File: config.mk
export PLATFORM = sky130hd
export DESIGN_NAME = multicycle_ctrl
export DESIGN_NICKNAME = d
export VERILOG_FILES = /design/src/rtl/processor_pkg.sv /design/src/rtl/mc_decode.sv /design/src/rtl/multicycle_ctrl.sv
export SDC_FILE = /design/constraint.sdc
export NUM_CORES = 1
export LEC_CHECK = 0
export CAP_MARGIN = 5
export CORE_AREA = 2 2 39 41
export CTS_CLUSTER_SIZE = 12
export DETAILED_ROUTE_END_ITERATION = 10
export DIE_AREA = 0 0 41 43
export PLACE_DENSITY = 0.85
export SYNTH_ARGS = -nofsm -noshare
export SYNTH_HDL_FRONTEND = slang
export SYNTH_SLANG_ARGS = --single-unit
File: constraint.sdc
create_clock -name clk -period 3.1 [get_ports clk]
set_input_delay 0.62 -clock clk [delete_from_list [all_inputs] [get_ports clk]]
set_output_delay 0.62 -clock clk [all_outputs]
set_load 0.05 [all_outputs]
File: src/rtl/processor_pkg.sv
// Shared encodings for the multicycle controller: state codes, opcodes,
// ALU/PC select codes and the control-word bundle.
package processor_pkg;

  typedef enum logic [3:0] {
    S_FETCH  = 4'd0,
    S_DECODE = 4'd1,
    S_MEMADR = 4'd2,
    S_MEMRD  = 4'd3,
    S_MEMWB  = 4'd4,
    S_MEMWR  = 4'd5,
    S_EXEC   = 4'd6,
    S_RWB    = 4'd7,
    S_BRANCH = 4'd8,
    S_JUMP   = 4'd9,
    S_TRAP   = 4'd15
  } state_t;

  localparam logic [5:0] OP_RTYPE = 6'b000000;
  localparam logic [5:0] OP_LW    = 6'b100011;
  localparam logic [5:0] OP_SW    = 6'b101011;
  localparam logic [5:0] OP_BEQ   = 6'b000100;
  localparam logic [5:0] OP_J     = 6'b000010;

  localparam logic [1:0] ALUOP_ADD   = 2'd0;
  localparam logic [1:0] ALUOP_SUB   = 2'd1;
  localparam logic [1:0] ALUOP_FUNCT = 2'd2;

  localparam logic [1:0] PCSRC_ALU    = 2'd0;
  localparam logic [1:0] PCSRC_ALUOUT = 2'd1;
  localparam logic [1:0] PCSRC_JUMP   = 2'd2;

  localparam logic [1:0] SRCB_REG    = 2'd0;
  localparam logic [1:0] SRCB_FOUR   = 2'd1;
  localparam logic [1:0] SRCB_IMM    = 2'd2;
  localparam logic [1:0] SRCB_BRANCH = 2'd3;

  typedef struct packed {
    logic       pcwrite;
    logic       pcwritecond;
    logic       iord;
    logic       memread;
    logic       memwrite;
    logic       irwrite;
    logic       memtoreg;
    logic       regdest;
    logic       regwrite;
    logic       alusrca;
    logic [1:0] alusrcb;
    logic [1:0] aluop;
    logic [1:0] pcsource;
    logic       instr_done;
    logic       illegal;
  } ctrl_t;

  // First-level instruction dispatch out of DECODE; unknown opcodes trap.
  function automatic state_t dispatch(input logic [5:0] op);
    state_t nxt;
    case (op)
      OP_RTYPE:     nxt = S_EXEC;
      OP_LW, OP_SW: nxt = S_MEMADR;
      OP_BEQ:       nxt = S_BRANCH;
      OP_J:         nxt = S_JUMP;
      default:      nxt = S_TRAP;
    endcase
    return nxt;
  endfunction

endpackage

File: src/rtl/mc_decode.sv
// State-to-control decode for multicycle_ctrl. With MC_STALL_EN defined,
// memory-state write enables qualify on mem_ready.
module mc_decode
  import processor_pkg::*;
(
  input  state_t     state,
  input  logic       reset,
  input  logic       mem_ready,
  output ctrl_t      ctrl
);

  logic  mem_ok;
  ctrl_t raw;

`ifdef MC_STALL_EN
  assign mem_ok = mem_ready;
`else
  logic unused_mem_ready;
  assign unused_mem_ready = mem_ready;
  assign mem_ok = 1'b1;
`endif

  always_comb begin
    raw = '0;
    case (state)
      S_FETCH: begin
        raw.memread = 1'b1;
        raw.irwrite = mem_ok;
        raw.pcwrite = mem_ok;
        raw.alusrcb = SRCB_FOUR;
        raw.aluop   = ALUOP_ADD;
        raw.pcsource = PCSRC_ALU;
      end
      S_DECODE: begin
        raw.alusrcb = SRCB_BRANCH;
        raw.aluop   = ALUOP_ADD;
      end
      S_MEMADR: begin
        raw.alusrca = 1'b1;
        raw.alusrcb = SRCB_IMM;
        raw.aluop   = ALUOP_ADD;
      end
      S_MEMRD: begin
        raw.memread = 1'b1;
        raw.iord    = 1'b1;
      end
      S_MEMWB: begin
        raw.regwrite   = 1'b1;
        raw.memtoreg   = 1'b1;
        raw.instr_done = 1'b1;
      end
      // The write and the completion pulse both land in the ready cycle.
      S_MEMWR: begin
        raw.memwrite   = mem_ok;
        raw.iord       = 1'b1;
        raw.instr_done = mem_ok;
      end
      S_EXEC: begin
        raw.alusrca = 1'b1;
        raw.alusrcb = SRCB_REG;
        raw.aluop   = ALUOP_FUNCT;
      end
      S_RWB: begin
        raw.regwrite   = 1'b1;
        raw.regdest    = 1'b1;
        raw.instr_done = 1'b1;
      end
      S_BRANCH: begin
        raw.alusrca     = 1'b1;
        raw.alusrcb     = SRCB_REG;
        raw.aluop       = ALUOP_SUB;
        raw.pcwritecond = 1'b1;
        raw.pcsource    = PCSRC_ALUOUT;
        raw.instr_done  = 1'b1;
      end
      S_JUMP: begin
        raw.pcwrite    = 1'b1;
        raw.pcsource   = PCSRC_JUMP;
        raw.instr_done = 1'b1;
      end
      S_TRAP: begin
        raw.illegal = 1'b1;
      end
      default: begin
        raw = '0;
      end
    endcase
  end

  // While reset is held the state is already FETCH; only the writes are masked.
  always_comb begin
    ctrl = raw;
    if (reset) begin
      ctrl.pcwrite     = 1'b0;
      ctrl.pcwritecond = 1'b0;
      ctrl.memwrite    = 1'b0;
      ctrl.regwrite    = 1'b0;
      ctrl.irwrite     = 1'b0;
    end else begin
      ctrl = raw;
    end
  end

endmodule

File: src/rtl/multicycle_ctrl.sv
// Multicycle MIPS-style main control FSM (Moore). Define MC_STALL_EN to hold
// FETCH/MEMRD/MEMWR until mem_ready.
module multicycle_ctrl
  import processor_pkg::*;
(
  input  logic       clk,
  input  logic       reset,
  input  logic [5:0] opcode,
  input  logic       mem_ready,
  output logic       pcwrite,
  output logic       pcwritecond,
  output logic       iord,
  output logic       memread,
  output logic       memwrite,
  output logic       irwrite,
  output logic       memtoreg,
  output logic       regdest,
  output logic       regwrite,
  output logic       alusrca,
  output logic [1:0] alusrcb,
  output logic [1:0] aluop,
  output logic [1:0] pcsource,
  output logic [3:0] state,
  output logic       instr_done,
  output logic       illegal
);

  state_t state_q;
  state_t state_d;
  ctrl_t  ctrl;
  logic   mem_ok;

`ifdef MC_STALL_EN
  assign mem_ok = mem_ready;
`else
  assign mem_ok = 1'b1;
`endif

  // Opcode is consulted only in DECODE and MEMADR.
  always_comb begin
    state_d = state_q;
    case (state_q)
      S_FETCH:  state_d = mem_ok ? S_DECODE : S_FETCH;
      S_DECODE: state_d = dispatch(opcode);
      S_MEMADR: begin
        if (opcode == OP_LW) begin
          state_d = S_MEMRD;
        end else if (opcode == OP_SW) begin
          state_d = S_MEMWR;
        end else begin
          state_d = S_TRAP;
        end
      end
      S_MEMRD:  state_d = mem_ok ? S_MEMWB : S_MEMRD;
      S_MEMWB:  state_d = S_FETCH;
      S_MEMWR:  state_d = mem_ok ? S_FETCH : S_MEMWR;
      S_EXEC:   state_d = S_RWB;
      S_RWB:    state_d = S_FETCH;
      S_BRANCH: state_d = S_FETCH;
      S_JUMP:   state_d = S_FETCH;
      S_TRAP:   state_d = S_TRAP;
      default:  state_d = S_TRAP;
    endcase
  end

  // State register; reset drops straight back to FETCH.
  always_ff @(posedge clk or posedge reset) begin
    if (reset) begin
      state_q <= S_FETCH;
    end else begin
      state_q <= state_d;
    end
  end

  mc_decode u_decode (
    .state     (state_q),
    .reset     (reset),
    .mem_ready (mem_ready),
    .ctrl      (ctrl)
  );

  assign pcwrite     = ctrl.pcwrite;
  assign pcwritecond = ctrl.pcwritecond;
  assign iord        = ctrl.iord;
  assign memread     = ctrl.memread;
  assign memwrite    = ctrl.memwrite;
  assign irwrite     = ctrl.irwrite;
  assign memtoreg    = ctrl.memtoreg;
  assign regdest     = ctrl.regdest;
  assign regwrite    = ctrl.regwrite;
  assign alusrca     = ctrl.alusrca;
  assign alusrcb     = ctrl.alusrcb;
  assign aluop       = ctrl.aluop;
  assign pcsource    = ctrl.pcsource;
  assign instr_done  = ctrl.instr_done;
  assign illegal     = ctrl.illegal;
  assign state       = state_q;

endmodule

==> load_flow_metrics.sql <==
INSERT INTO impl_metrics (metric_group, metric, value, unit) VALUES
('timing', 'tns', '0', 'ps'),
('place', 'port_buffers', '29', ''),
('clock_tree', 'cts_setup_buffers', '0', ''),
('detailed_routing', 'num_vias', '645', ''),
('setup_path', 'timing.critical_path.from_type', 'register', ''),
('place', 'gp_congestion', '0.920', ''),
('setup_path', 'worst_setup_path_end_kind', 'output pin', ''),
('power', 'ir_worst_vdd', '150', 'uV'),
('worst_hold_path', 'holdCritPathClass', 'input pin to async pin', ''),
('layout', 'final_nets', '112', ''),
('floorplan', 'fp.dieArea', '1760', 'sq um'),
('timing', 'maxClockFrequency', '341', 'MHz'),
('global_route', 'grt_use_met2', '0.266', ''),
('floorplan', 'fp.dieW', '41', 'um'),
('layout', 'antenna_cells_inserted', '0', ''),
('floorplan', 'core-area', '1380', 'sq um'),
('job', 'maxCapViolations', '0', ''),
('power', 'static-leakage-power', '0.000296', 'uW'),
('floorplan', 'initial_utilization', '0.344', ''),
('yosys', 'syn_area', '475', 'sq um'),
('global_route', 'met3_layer_usage_reported_by_global_route', '0.0314', ''),
('yosys', 'yosys.cell_types.count', '27', ''),
('layout', 'utilization', '0.579', ''),
('clock_tree', 'skew_pair_late_insertion_delay', '240', 'ps'),
('timing', 'max-slew-margin-rel', '0.669', ''),
('clock_tree', 'cts-resized-gates', '0', ''),
('layout', 'leading_cell_type_in_the_layout_fill_and_taps_excluded', 'sky130_fd_sc_hd__clkdlybuf4s50_1', ''),
('floorplan', 'dieHeight', '43', 'um'),
('run_status', 'outcome', 'finished, final reports clean', ''),
('detailed_routing', 'drt_pass1_iterations', '4', ''),
('yosys', 'postSynthNetCount', '79', ''),
('detailed_routing', 'post_drt_via_cell_ratio', '5.51', ''),
('timing', 'number_of_pins_with_negative_max_slew_slack_in_the_final_report', '0', ''),
('setup_path', 'critical_path.top_delay_family', 'buffers and inverters', ''),
('detailed_routing', 'detail_route.drc_violations', '0', ''),
('clock_tree', 'cts.sink_count', '4', ''),
('setup_path', 'critPathMaxStageDelay', '820', 'ps'),
('setup_path', 'timing.critical_path.arrival', '2320', 'ps'),
('clock_tree', 'cts.htree.levels', '1', ''),
('yosys', 'synthesis.yosys.warnings', '0', ''),
('clock_tree', 'clkTransAtPathRegs', '40', 'ps'),
('yosys', 'syn-instance-count', '70', ''),
('global_route', 'use_met1', '0.219', ''),
('yosys', 'ys_seq_elements', '4', ''),
('place', 'dp_hpwl', '1060', 'um'),
('timing', 'timing.hold.ws', '709', 'ps'),
('global_route', 'antenna_found_initial', '0', ''),
('layout', 'layout.cells.non_filler', '117', ''),
('timing', 'timing.final.crit_period', '2940', 'ps'),
('global_route', 'grt_util_all_layers', '0.165', ''),
('yosys', 'synth_seq_area_share', '0.211', ''),
('detailed_routing', 'routedWlPerCell', '11.6', 'um'),
('yosys', 'syn_avg_cell_area', '6.79', 'sq um'),
('clock_tree', 'cts_tree', 'yes', ''),
('layout', 'flow.area_growth_from_synthesis', '68.4', '%'),
('setup_path', 'worstPathCellList', 'nand2b_1, a21oi_1, o21bai_1, clkdlybuf4s50_1', ''),
('global_route', 'grt_max_degree', '18', ''),
('setup_path', 'cp.required', '2480', 'ps'),
('clock_tree', 'clock_path_buffers', '2', ''),
('layout', 'mostFrequentLayoutCells', 'sky130_fd_sc_hd__clkdlybuf4s50_1 (25), sky130_fd_sc_hd__nor3_1 (10), sky130_fd_sc_hd__nor2_1 (8), sky130_fd_sc_hd__buf_4 (7), sky130_fd_sc_hd__nand2b_1 (6)', ''),
('timing', 'setup_repair_after_global_routing_missed_its_margin', 'no', ''),
('clock_tree', 'number_of_buffers_inserted_during_clock_tree_synthesis', '3', ''),
('detailed_routing', 'drt_first_iter_violations', '17', ''),
('timing', 'max_slew.worst_pin.slew', '495', 'ps'),
('timing', 'fin_worst_skew', '1.60', 'ps'),
('clock_tree', 'cts_root_buf', 'sky130_fd_sc_hd__clkbuf_4', ''),
('detailed_routing', 'final_wirelength', '1350', 'um'),
('floorplan', 'num_rows', '14', ''),
('global_route', 'first_global_vias', '496', ''),
('global_route', 'globalRouteOverflowTotal', '0', ''),
('detailed_routing', 'count_of_antenna_violating_nets_left_after_detailed_routing', '0', '');
==> path summary, 6_finish.rpt <==
check,from,end,slack [ps],cells after the start
hold reg to reg,state[0],state[3],800,2
setup / recovery,state[2],instr_done,160,4
setup reg to reg,state[1],state[3],1620,4
max in group asynchronous,reset,state[3],2240,2
min in group clk,state[0],state[3],800,2
hold / removal,reset,state[1],710,2
==> layer usage <==
metal | part of all wire | wire length (um) | vias to the layer above
met5 | 0 | 0 | -
met3 | 0.053 | 72 | 2
met4 | 0.010 | 14 | 0
met1 | 0.44 | 592 | 297
met2 | 0.50 | 675 | 23
li1 | - | - | 323
==> metrics by stage <==
stage | worst slack (ps) | total power (uW) | cell area, sq um
global placement | 419 | 72.0 | 778
global route | 36.7 | 145 | 801
floorplan | 79.9 | 58.3 | 475
detailed placement | 424 | 72.7 | 778
CTS | 186 | 139 | 801
finish | 165 | 138 | 801
==> synth_stat cells, drive strengths merged <==
master / count / area [sq um]
nor3: 10 / 50.1
nor2: 8 / 30.0
nand2b: 6 / 37.5
nand2: 5 / 18.8
o21ai: 5 / 28.8
buf: 4 / 20.0
dfrtp: 4 / 100
a21oi: 3 / 15.0
inv: 3 / 11.3
or4: 3 / 26.3
xnor2: 3 / 26.3
nand3: 2 / 10.0
nor4: 2 / 12.5
a21o: 1 / 7.51
a31oi: 1 / 6.26
and3: 1 / 6.26
and4b: 1 / 11.3
nand4: 1 / 6.26
nor2b: 1 / 6.26
o21bai: 1 / 7.51
o221ai: 1 / 8.76
o22ai: 1 / 6.26
o31ai: 1 / 7.51
o41ai: 1 / 8.76
or3: 1 / 6.26
==> where the power goes <==
group / switching [uW] / internal [uW] / total, uW
registers: 0 / 52.5 / 52.5
clock network: 22.7 / 43.4 / 66.1
logic: 8.79 / 10.6 / 19.4
total: 31.5 / 107 / 138
==> cells by family after synthesis <==
kind of cell              after synthesis  share of synthesized area
xor gates and xnor gates                3                     0.0553
buffers and inverters                   7                     0.0658
DFF                                     4                      0.211
and+or+nand+nor                        41                      0.466
AOI/OAI and AO/OA                      15                      0.203
==> worst register-to-register path, cell delays in order (launching register included) <==
cell                      delay, ps
sky130_fd_sc_hd__dfrtp_1        540
sky130_fd_sc_hd__buf_4          210
sky130_fd_sc_hd__nor2_1          80
sky130_fd_sc_hd__or4_1          490
sky130_fd_sc_hd__nand3_1         90
==> final cells by class <==
type	instances	area [sq um]
sequential	4	100
inverter	3	11.3
multi-input combinational	59	344
tap	16	20.0
timing repair buffer	32	303
clock buffer	3	22.5
fill	137	583
(Power assumes the default switching activity.)
